===== config.mk =====
export PLATFORM = sky130hd
export DESIGN_NAME = evm_ballot_controller
export DESIGN_NICKNAME = d
export VERILOG_FILES = /design/src/rtl/evm_ballot_controller.sv
export SDC_FILE = /design/constraint.sdc
export NUM_CORES = 1
export LEC_CHECK = 0
export ABC_AREA = 1
export BUFFER_PORTS_ARGS = -buffer_cell sky130_fd_sc_hd__buf_2
export CORE_MARGIN = 4
export CORE_UTILIZATION = 40
export DETAILED_ROUTE_END_ITERATION = 8
export PLACE_DENSITY = 0.69
export SLEW_MARGIN = 0
export SYNTH_ARGS = -nofsm -noshare
export SYNTH_HDL_FRONTEND = slang
export SYNTH_SLANG_ARGS = --single-unit

===== constraint.sdc =====
create_clock -name clock -period 2.48 [get_ports clock]
set_clock_uncertainty 0.2 [all_clocks]
set_input_delay 0.496 -clock clock [delete_from_list [all_inputs] [get_ports clock]]
set_output_delay 0.496 -clock clock [all_outputs]
set_load 0.02 [all_outputs]

===== src/rtl/evm_ballot_controller.sv =====
// Ballot sequencing controller ahead of the EVM vote-counter bank: syncs buttons/mode,
// debounces, enforces one vote per arming. Optional macro EVM_AUTO_REARM_EN re-arms after lockout.
module evm_ballot_controller #(
  parameter int DEBOUNCE_CYCLES = 4,
  parameter int LOCKOUT_CYCLES  = 8
) (
  input  logic       clock,
  input  logic       reset,
  input  logic       mode,
  input  logic       ballot_enable,
  input  logic [5:0] candidate_button,
  output logic       vote_valid,
  output logic [5:0] vote_sel,
  output logic       reject,
  output logic       ready_led,
  output logic       disp_en,
  output logic [2:0] disp_sel,
  output logic [7:0] total_votes
);

  typedef enum logic [2:0] {
    S_IDLE, S_ARMED, S_DEBOUNCE, S_COMMIT, S_RELEASE, S_LOCKOUT, S_RESULT
  } state_t;

  localparam logic [7:0] DEB_LAST  = 8'(DEBOUNCE_CYCLES);
  localparam logic [7:0] LOCK_LAST = 8'(LOCKOUT_CYCLES - 1);

  state_t     state_q;
  logic       mode_s1_q, sm_q;
  logic [5:0] btn_s1_q, sb_q, sb_prev_q;
  logic [5:0] cand_q;
  logic       clean_q;
  logic [7:0] cnt_q;
  logic       vote_valid_q, reject_q, ready_q, disp_en_q;
  logic [5:0] vote_sel_q;
  logic [2:0] disp_sel_q;
  logic [7:0] total_q;

  logic sb_zero, sb_onehot, sb_multi, sb_rise1;
  logic [7:0] cnt_inc;

  assign sb_zero   = (sb_q == 6'd0);
  assign sb_onehot = !sb_zero && ((sb_q & (sb_q - 6'd1)) == 6'd0);
  assign sb_multi  = !sb_zero && !sb_onehot;
  // Result selector only moves on a clean single-button press edge.
  assign sb_rise1  = sb_onehot && ((sb_q & sb_prev_q) == 6'd0);
  assign cnt_inc   = cnt_q + 8'd1;

  function automatic logic [2:0] idx_of(input logic [5:0] v);
    logic [2:0] r;
    r = 3'd0;
    for (int i = 5; i >= 0; i--) begin
      if (v[i]) r = 3'(i);
    end
    return r;
  endfunction

  always_ff @(posedge clock or posedge reset) begin
    if (reset) begin
      mode_s1_q <= 1'b0;
      sm_q      <= 1'b0;
      btn_s1_q  <= 6'd0;
      sb_q      <= 6'd0;
      sb_prev_q <= 6'd0;
    end else begin
      mode_s1_q <= mode;
      sm_q      <= mode_s1_q;
      btn_s1_q  <= candidate_button;
      sb_q      <= btn_s1_q;
      sb_prev_q <= sb_q;
    end
  end

  always_ff @(posedge clock or posedge reset) begin
    if (reset) begin
      state_q      <= S_IDLE;
      cand_q       <= 6'd0;
      clean_q      <= 1'b0;
      cnt_q        <= 8'd0;
      vote_valid_q <= 1'b0;
      vote_sel_q   <= 6'd0;
      reject_q     <= 1'b0;
      ready_q      <= 1'b0;
      disp_en_q    <= 1'b0;
      disp_sel_q   <= 3'd0;
      total_q      <= 8'd0;
    end else begin
      vote_valid_q <= 1'b0;
      vote_sel_q   <= 6'd0;
      reject_q     <= 1'b0;
      case (state_q)
        S_IDLE: begin
          if (sm_q) begin
            state_q   <= S_RESULT;
            disp_en_q <= 1'b1;
          end else if (ballot_enable) begin
            state_q <= S_ARMED;
            clean_q <= 1'b0;
            ready_q <= 1'b1;
          end
        end
        S_ARMED: begin
          if (sm_q) begin
            state_q   <= S_RESULT;
            ready_q   <= 1'b0;
            disp_en_q <= 1'b1;
          end else if (sb_zero) begin
            clean_q <= 1'b1;
          end else if (sb_multi) begin
            // Only a fresh multi-press rejects; a held one stays silent until released.
            reject_q <= clean_q;
            clean_q  <= 1'b0;
          end else if (clean_q) begin
            state_q <= S_DEBOUNCE;
            cand_q  <= sb_q;
            cnt_q   <= 8'd1;
          end
        end
        S_DEBOUNCE: begin
          if (sm_q) begin
            state_q   <= S_RESULT;
            ready_q   <= 1'b0;
            disp_en_q <= 1'b1;
          end else if (sb_q != cand_q) begin
            state_q  <= S_ARMED;
            clean_q  <= 1'b0;
            reject_q <= sb_multi;
          end else if (cnt_inc == DEB_LAST) begin
            state_q      <= S_COMMIT;
            cnt_q        <= cnt_inc;
            ready_q      <= 1'b0;
            vote_valid_q <= 1'b1;
            vote_sel_q   <= cand_q;
            if (total_q != 8'hFF) total_q <= total_q + 8'd1;
          end else begin
            cnt_q <= cnt_inc;
          end
        end
        S_COMMIT: state_q <= S_RELEASE;
        S_RELEASE: begin
          if (sb_zero) begin
            state_q <= S_LOCKOUT;
            cnt_q   <= 8'd0;
          end
        end
        S_LOCKOUT: begin
          if (cnt_q == LOCK_LAST) begin
`ifdef EVM_AUTO_REARM_EN
            state_q <= S_ARMED;
            clean_q <= 1'b0;
            ready_q <= 1'b1;
`else
            state_q <= S_IDLE;
`endif
          end else begin
            cnt_q <= cnt_inc;
          end
        end
        S_RESULT: begin
          if (!sm_q) begin
            state_q    <= S_IDLE;
            disp_en_q  <= 1'b0;
            disp_sel_q <= 3'd0;
          end else if (sb_rise1) begin
            disp_sel_q <= idx_of(sb_q);
          end
        end
        default: state_q <= S_IDLE;
      endcase
    end
  end

  assign vote_valid  = vote_valid_q;
  assign vote_sel    = vote_sel_q;
  assign reject      = reject_q;
  assign ready_led   = ready_q;
  assign disp_en     = disp_en_q;
  assign disp_sel    = disp_sel_q;
  assign total_votes = total_q;

endmodule


==> results of run 1 <==
[registers in the layout, summed over array words and instances, names as in the netlist]
name,cells
btn_s1_q,6
cand_q,6
clean_q,1
cnt_q,8
disp_en,1
disp_sel,3
mode_s1_q,1
ready_led,1
reject,1
sb_prev_q,6
sb_q,6
sm_q,1
state_q,3
total_votes,8
vote_sel,6
vote_valid,1
[metal layers]
| layer | routed length [um] | vias to the layer above | GRT usage |
|---|---|---|---|
| li1 | - | 1367 | - |
| met1 | 2980 | 1198 | 0.188 |
| met2 | 3170 | 33 | 0.237 |
| met3 | 272 | 8 | 0.0324 |
| met4 | 56 | 0 | 0.0724 |
| met5 | 0 | - | 0 |
[through the flow]
stage	std cells	setup WS, ns
2_1_floorplan	401	0.328
3_3_place_gp	532	0.497
3_5_place_dp	532	0.487
4_1_cts	548	0.462
5_1_grt	548	0.203
6_report	548	0.446
[power by group]
part,leakage (nW),internal (mW),switching [mW]
logic,1.01,0.281,0.582
clock network,0.113,0.619,0.384
registers,0.764,1.04,0.0893
total,1.88,1.94,1.06
[worst register-to-register path: cells and delay by family (launching register included)]
family        cells  cell delay (ns)
buf+inv           1             0.26
fa+ha+maj         1             0.22
simple gates      6             0.84
flops             1             0.41
[how the worst min path moves through the flow]
stage                start             end  slack [ns]
2_1_floorplan  btn_s1_q[0]         sb_q[0]        0.13
3_3_place_gp   btn_s1_q[5]         sb_q[5]        0.13
3_5_place_dp     mode_s1_q            sm_q        0.14
4_1_cts              reset  total_votes[0]        0.01
5_1_grt              reset     btn_s1_q[4]        0.04
6_report             reset  total_votes[0]      -0.005
[cell families after synthesis]
kind of cell | count (synthesis) | share of synthesized area
compound gates | 25 | 0.0520
buf+inv | 55 | 0.0667
xor+xnor | 3 | 0.00834
simple gates | 256 | 0.392
flops | 59 | 0.469
fa+ha+maj | 3 | 0.0119
[area by class of cell]
class | instances | share of cell area
Sequential cell | 59 | 0.403
Timing Repair Buffer | 31 | 0.0464
Clock inverter | 4 | 0.0198
Inverter | 53 | 0.0543
Multi-Input combinational cell | 287 | 0.399
Clock buffer | 12 | 0.0423
Tap cell | 102 | 0.0348
[layout by cell type (no fill, tap or decap)]
| master | instances |
|---|---|
| a21oi_1 | 4 |
| a22o_1 | 1 |
| a22oi_1 | 1 |
| buf_12 | 1 |
| buf_2 | 30 |
| bufinv_16 | 2 |
| clkbuf_1 | 1 |
| clkbuf_8 | 11 |
| clkinv_2 | 1 |
| clkinvlp_4 | 1 |
| dfrtp_1 | 59 |
| ha_1 | 3 |
| inv_1 | 38 |
| inv_2 | 15 |
| nand2_1 | 131 |
| nand2_2 | 7 |
| nand2_4 | 2 |
| nand3_1 | 22 |
| nand3_2 | 3 |
| nand3_4 | 2 |
| nand3b_1 | 3 |
| nand4_1 | 23 |
| nand4_2 | 1 |
| nor2_1 | 43 |
| nor2_2 | 7 |
| nor2_4 | 4 |
| nor2_8 | 2 |
| nor3_1 | 4 |
| nor4_1 | 1 |
| o211ai_2 | 1 |
| o21ai_0 | 7 |
| o21ai_1 | 3 |
| o21ai_2 | 6 |
| o22ai_1 | 2 |
| or2_2 | 1 |
| xor2_1 | 3 |
==> flow_summary.json, run 1 <==
{
  "ant_nets": 0,
  "grt_setup_unrepaired": "no",
  "diodes": 0,
  "fmax_ghz": 0.492,
  "final_layout_size_suffix_gt1_frac": 0.217,
  "rows": 32,
  "htreeDepth": 3,
  "drcViolationCount": 0,
  "path_class": "flip-flop to flip-flop",
  "synth-main-ff-cell": "dfrtp_1",
  "cts_num_sinks": 59,
  "violations": "negative hold slack",
  "power_mw": 3.00,
  "detail_route.wirelength_um": 6480,
  "clock_latency_ns": 0.34,
  "slew_viol_final": 0,
  "ys_top_cells_by_area": "dfrtp_1, nand2_1, nor2_1, inv_1, nand4_1",
  "dieArea_sq_um": 9360,
  "peakVddDrop_uv": 488,
  "period_needed_ns": 2.03,
  "critPathLaunchType": "flip-flop",
  "p_per_area_nw_per_um2": 818,
  "clk_path_buf_depth": 2,
  "cp_data_arrival_time_ns": 2.07,
  "root_buffer": "clkbuf_8",
  "synthArstFlopShare": 1.00,
  "startpoint": "total_votes[0]",
  "rr_endpoint": "total_votes[7]",
  "gp_congestion": 0.953,
  "via_per_inst": 4.76,
  "slew_headroom": 0.630,
  "max_slew.worst_pin.slew_ns": 0.554,
  "overflow": 0,
  "endpoint": "total_votes[7]",
  "hpwl_um": 4820,
  "crit_chain": "ha_1 -> nand2_1 -> nor2_1 -> nand4_1 -> inv_1 -> nor2_1 -> nand4_1 -> nand2_1",
  "crit_path_end_kind": "flip-flop",
  "design_area_sq_um": 3660,
  "drv_cap": 0,
  "path_clk_slew_ns": 0.07,
  "drt_iter0_drc": 177,
  "cts_buffers": 9,
  "grt_max_degree": 35,
  "reg2reg_depth": 8,
  "r2r-start": "total_votes[0]",
  "yosysSeqAreaShare": 0.469,
  "grt_pass1_wl_um": 11500,
  "fillers": 748,
  "ctsResizeCount": 0,
  "cp.depth": 8,
  "cpPeakStageDelay_ns": 0.41,
  "grt_pass1_vias": 2550,
  "area_delta_synth_final_pct": 16.3,
  "core_area_sq_um": 7690,
  "post_cts_buffers": 0,
  "port_buffers": 30,
  "setup_viol": 0,
  "firstDrtPassIters": 4,
  "worst-path-buf-inv": 1,
  "num_vias": 2606,
  "initial_core_util": 0.410,
  "grt_use_total": 0.148,
  "hold_violations": 12,
  "worstPathMaxFanout": 10,
  "hold_buffers": 0,
  "cp_top_family": "simple AND/OR/NAND/NOR gates",
  "ys_types": 31,
  "die_w_um": 96.7,
  "yosysMostFrequentCell": "nand2_1",
  "dpl_cell_area_sq_um": 3440,
  "ioPinCount": 31,
  "antenna_found_initial": 0,
  "synth_top_area_frac": 0.469,
  "synth-edff-count": 0,
  "r2r_slack_ns": 0.45,
  "required_ns": 2.52,
  "avgSynthCellArea_sq_um": 7.85,
  "p_leak_nw": 1.88,
  "routedWlPerCell_um": 11.8,
  "seqCellArea_sq_um": 1480,
  "holdWs_ns": -0.00494,
  "fin_setup_tns_ns": 0,
  "syn_nets": 414,
  "die_y_um": 96.7,
  "fin_util": 0.477,
  "fin_crit_sh": 0.820,
  "ys_ff_latch": 59,
  "yosys.area.top_type": "dfrtp_1",
  "multiInputGateArea_sq_um": 1460,
  "syn_inst": 401,
  "yosys_warnings": 0,
  "netlist_area_sq_um": 3150,
  "final_nets": 454,
  "synthTopCellsByCount": "nand2_1, dfrtp_1, nor2_1, inv_1, nand4_1",
  "worst_hold_path_type": "primary input to asynchronous set/reset pin",
  "slowest_stage": "dfrtp_1",
  "status": "finished, violations left",
  "cts_tree": "built"
}
(Power assumes the default switching activity.)
==> inputs of run 2 (changes only) <==
PLACE_DENSITY = 0.71   (was 0.69)
clock period = 1.8 ns   (was 2.48 ns; I/O delays follow)
==> run 2 against run 1 <==
  * The run ends with negative setup slack left
  * Power is 54% higher
  * Wire length up 16%
  * Clock-buffer cell count decreased by 2
  * First-iteration DRC count is 31% lower
  * Sequential power rose by 37%
  * Register-to-register slack lost 0.54 ns
  * Maximum frequency increased by 7.5%
  * Sequential cell count unchanged
  * Largest cell class is now multi-input gates
  * Highest routed layer unchanged
==> flow_summary.json, run 2 (same netlist as run 1, synthesis figures left out) <==
{
  "antenna_found_initial": 0,
  "comb_power_share": 0.374,
  "final_cell_mix": "nand2_1, dfrtp_1, inv_1, buf_4, buf_2",
  "setup_viol": 18,
  "path_class": "flip-flop to flip-flop",
  "cp_data_arrival_time_ns": 1.98,
  "r2r-start": "cnt_q[1]",
  "hold_violations": 0,
  "worstPathMaxFanout": 5,
  "clock_latency_ns": 0.35,
  "grt_max_degree": 23,
  "rr_endpoint": "total_votes[4]",
  "final_nets": 507,
  "gp_congestion": 0.914,
  "hp-start": "mode_s1_q",
  "overflow": 0,
  "holdPathEnd": "sm_q",
  "ioPinCount": 31,
  "slew_headroom": 0.671,
  "via_per_inst": 4.88,
  "num_vias": 2930,
  "max_slew.worst_pin.slew_ns": 0.493,
  "root_buffer": "clkbuf_8",
  "crit_path_end_kind": "flip-flop",
  "rows": 32,
  "path_clk_slew_ns": 0.07,
  "hold_depth": 0,
  "port_buffers": 30,
  "die_w_um": 96.7,
  "fin_crit_sh": 1.05,
  "reg2reg_depth": 11,
  "dp_slack_ns": -0.0892,
  "dieArea_sq_um": 9360,
  "die_y_um": 96.7,
  "hpwl_um": 5390,
  "status": "finished, violations left",
  "p_per_area_nw_per_um2": 1040,
  "ant_nets": 0,
  "diodes": 0,
  "clk_path_buf_depth": 2,
  "firstDrtPassIters": 5,
  "p_seq_frac": 0.336,
  "setup_slack_ns": -0.0914,
  "grt_setup_unrepaired": "yes",
  "core_area_sq_um": 7690,
  "violations": "negative setup slack",
  "p_clk_frac": 0.290,
  "p_sw_frac": 0.361,
  "grt_use_total": 0.167,
  "cts_num_sinks": 59,
  "holdWs_ns": 0.149,
  "area_delta_synth_final_pct": 40.3,
  "p_sw_mw": 1.66,
  "drcViolationCount": 0,
  "drt_iter0_drc": 123,
  "grt_pass1_wl_um": 12800,
  "detail_route.wirelength_um": 7530,
  "initial_core_util": 0.410,
  "design_area_sq_um": 4420,
  "r2r_slack_ns": -0.09,
  "slew_viol_final": 0,
  "period_needed_ns": 1.89,
  "fmax_ghz": 0.529,
  "routedWlPerCell_um": 12.5,
  "peakVddDrop_uv": 527,
  "cts_buffers": 9,
  "fin_setup_tns_ns": -0.503,
  "htreeDepth": 3,
  "p_leak_nw": 2.16,
  "power_mw": 4.60,
  "mostFrequentLayoutCell": "nand2_1",
  "grt_pass1_vias": 2913,
  "cts_tree": "built",
  "final_layout_size_suffix_gt1_frac": 0.397,
  "critPathLaunchType": "flip-flop",
  "required_ns": 1.89,
  "worst_hold_path_type": "flip-flop to flip-flop",
  "drv_cap": 0,
  "intPower_mw": 2.94,
  "dpl_cell_area_sq_um": 3760
}
[run 2: changes by cell type in the layout (fill, tap and decap cells not counted), moves of 5 or more]
cell           delta
buf_4            +36
buf_6             +5
dfrtp_1          -11
dfrtp_2          +11
dlygate4sd3_1     +8
nand2_1          -19
nand2_2          +10
nand2_4           +9
nand3_1           -6
nor2_1           -16
nor2_2            +9
nor2_4            +7
[run 2: per-layer routing]
layer  global-route usage  share of wire  up-vias
met3               0.0505          0.038       19
met2                0.285           0.51       72
li1                     -              -     1471
met4               0.0670          0.026        0
met1                0.195           0.42     1368
met5                    0              0        -
[run 2: final cells by class]
cell class,count,area [sq um]
clock buffer,10,128
inverter,53,208
timing repair buffer,84,662
multi-input combinational,287,1720
fill,662,3270
sequential,59,1490
tap,102,128
clock inverter,6,88.8
[run 2: worst max path at each step]
stage	start	slack [ns]	to	cells after the start
after floorplan	total_votes[0]	0.01	total_votes[3]	8
after global placement	sb_q[3]	-0.08	cnt_q[6]	8
after detailed placement	sb_q[3]	-0.09	cnt_q[7]	8
after CTS	cnt_q[1]	-0.04	state_q[0]	12
after global routing	cnt_q[1]	-0.23	total_votes[4]	11
final	cnt_q[1]	-0.09	total_votes[4]	11
[run 2: repair_timing]
item	in CTS	in global routing
gates resized for setup	21	61
endpoints found under the setup margin	28	36
pin swaps	7	15
hold buffers	8	0
gates cloned	0	1
endpoints found under the hold margin	25	0
buffers inserted	3	4
[run 2: critical path: stages, from the launching register on]
cell and delay (ns):
dfrtp_1 0.42, ha_4 0.19, nand2_2 0.07, nor2_1 0.11, nand2_1 0.08, nand2_1 0.07
nand2_1 0.07, nor2_2 0.15, nand2_4 0.10, nor2_4 0.17, nand4_1 0.13, nand2_1 0.09
[run 2: per-stage QoR]
stage	cells	util
global placement	569	0.489
floorplan	401	-
CTS	596	0.539
detailed placement	569	0.489
global route	601	0.575
finish	601	0.575
[run 2: power groups by stage]
stage | Clock (mW) | Sequential [mW] | Combinational, mW
floorplan | 0 | 1.58 | 0.937
global placement | 0 | 1.54 | 1.53
detailed placement | 0 | 1.54 | 1.55
CTS | 1.36 | 1.52 | 1.59
global route | 1.42 | 1.56 | 1.90
finish | 1.34 | 1.55 | 1.72
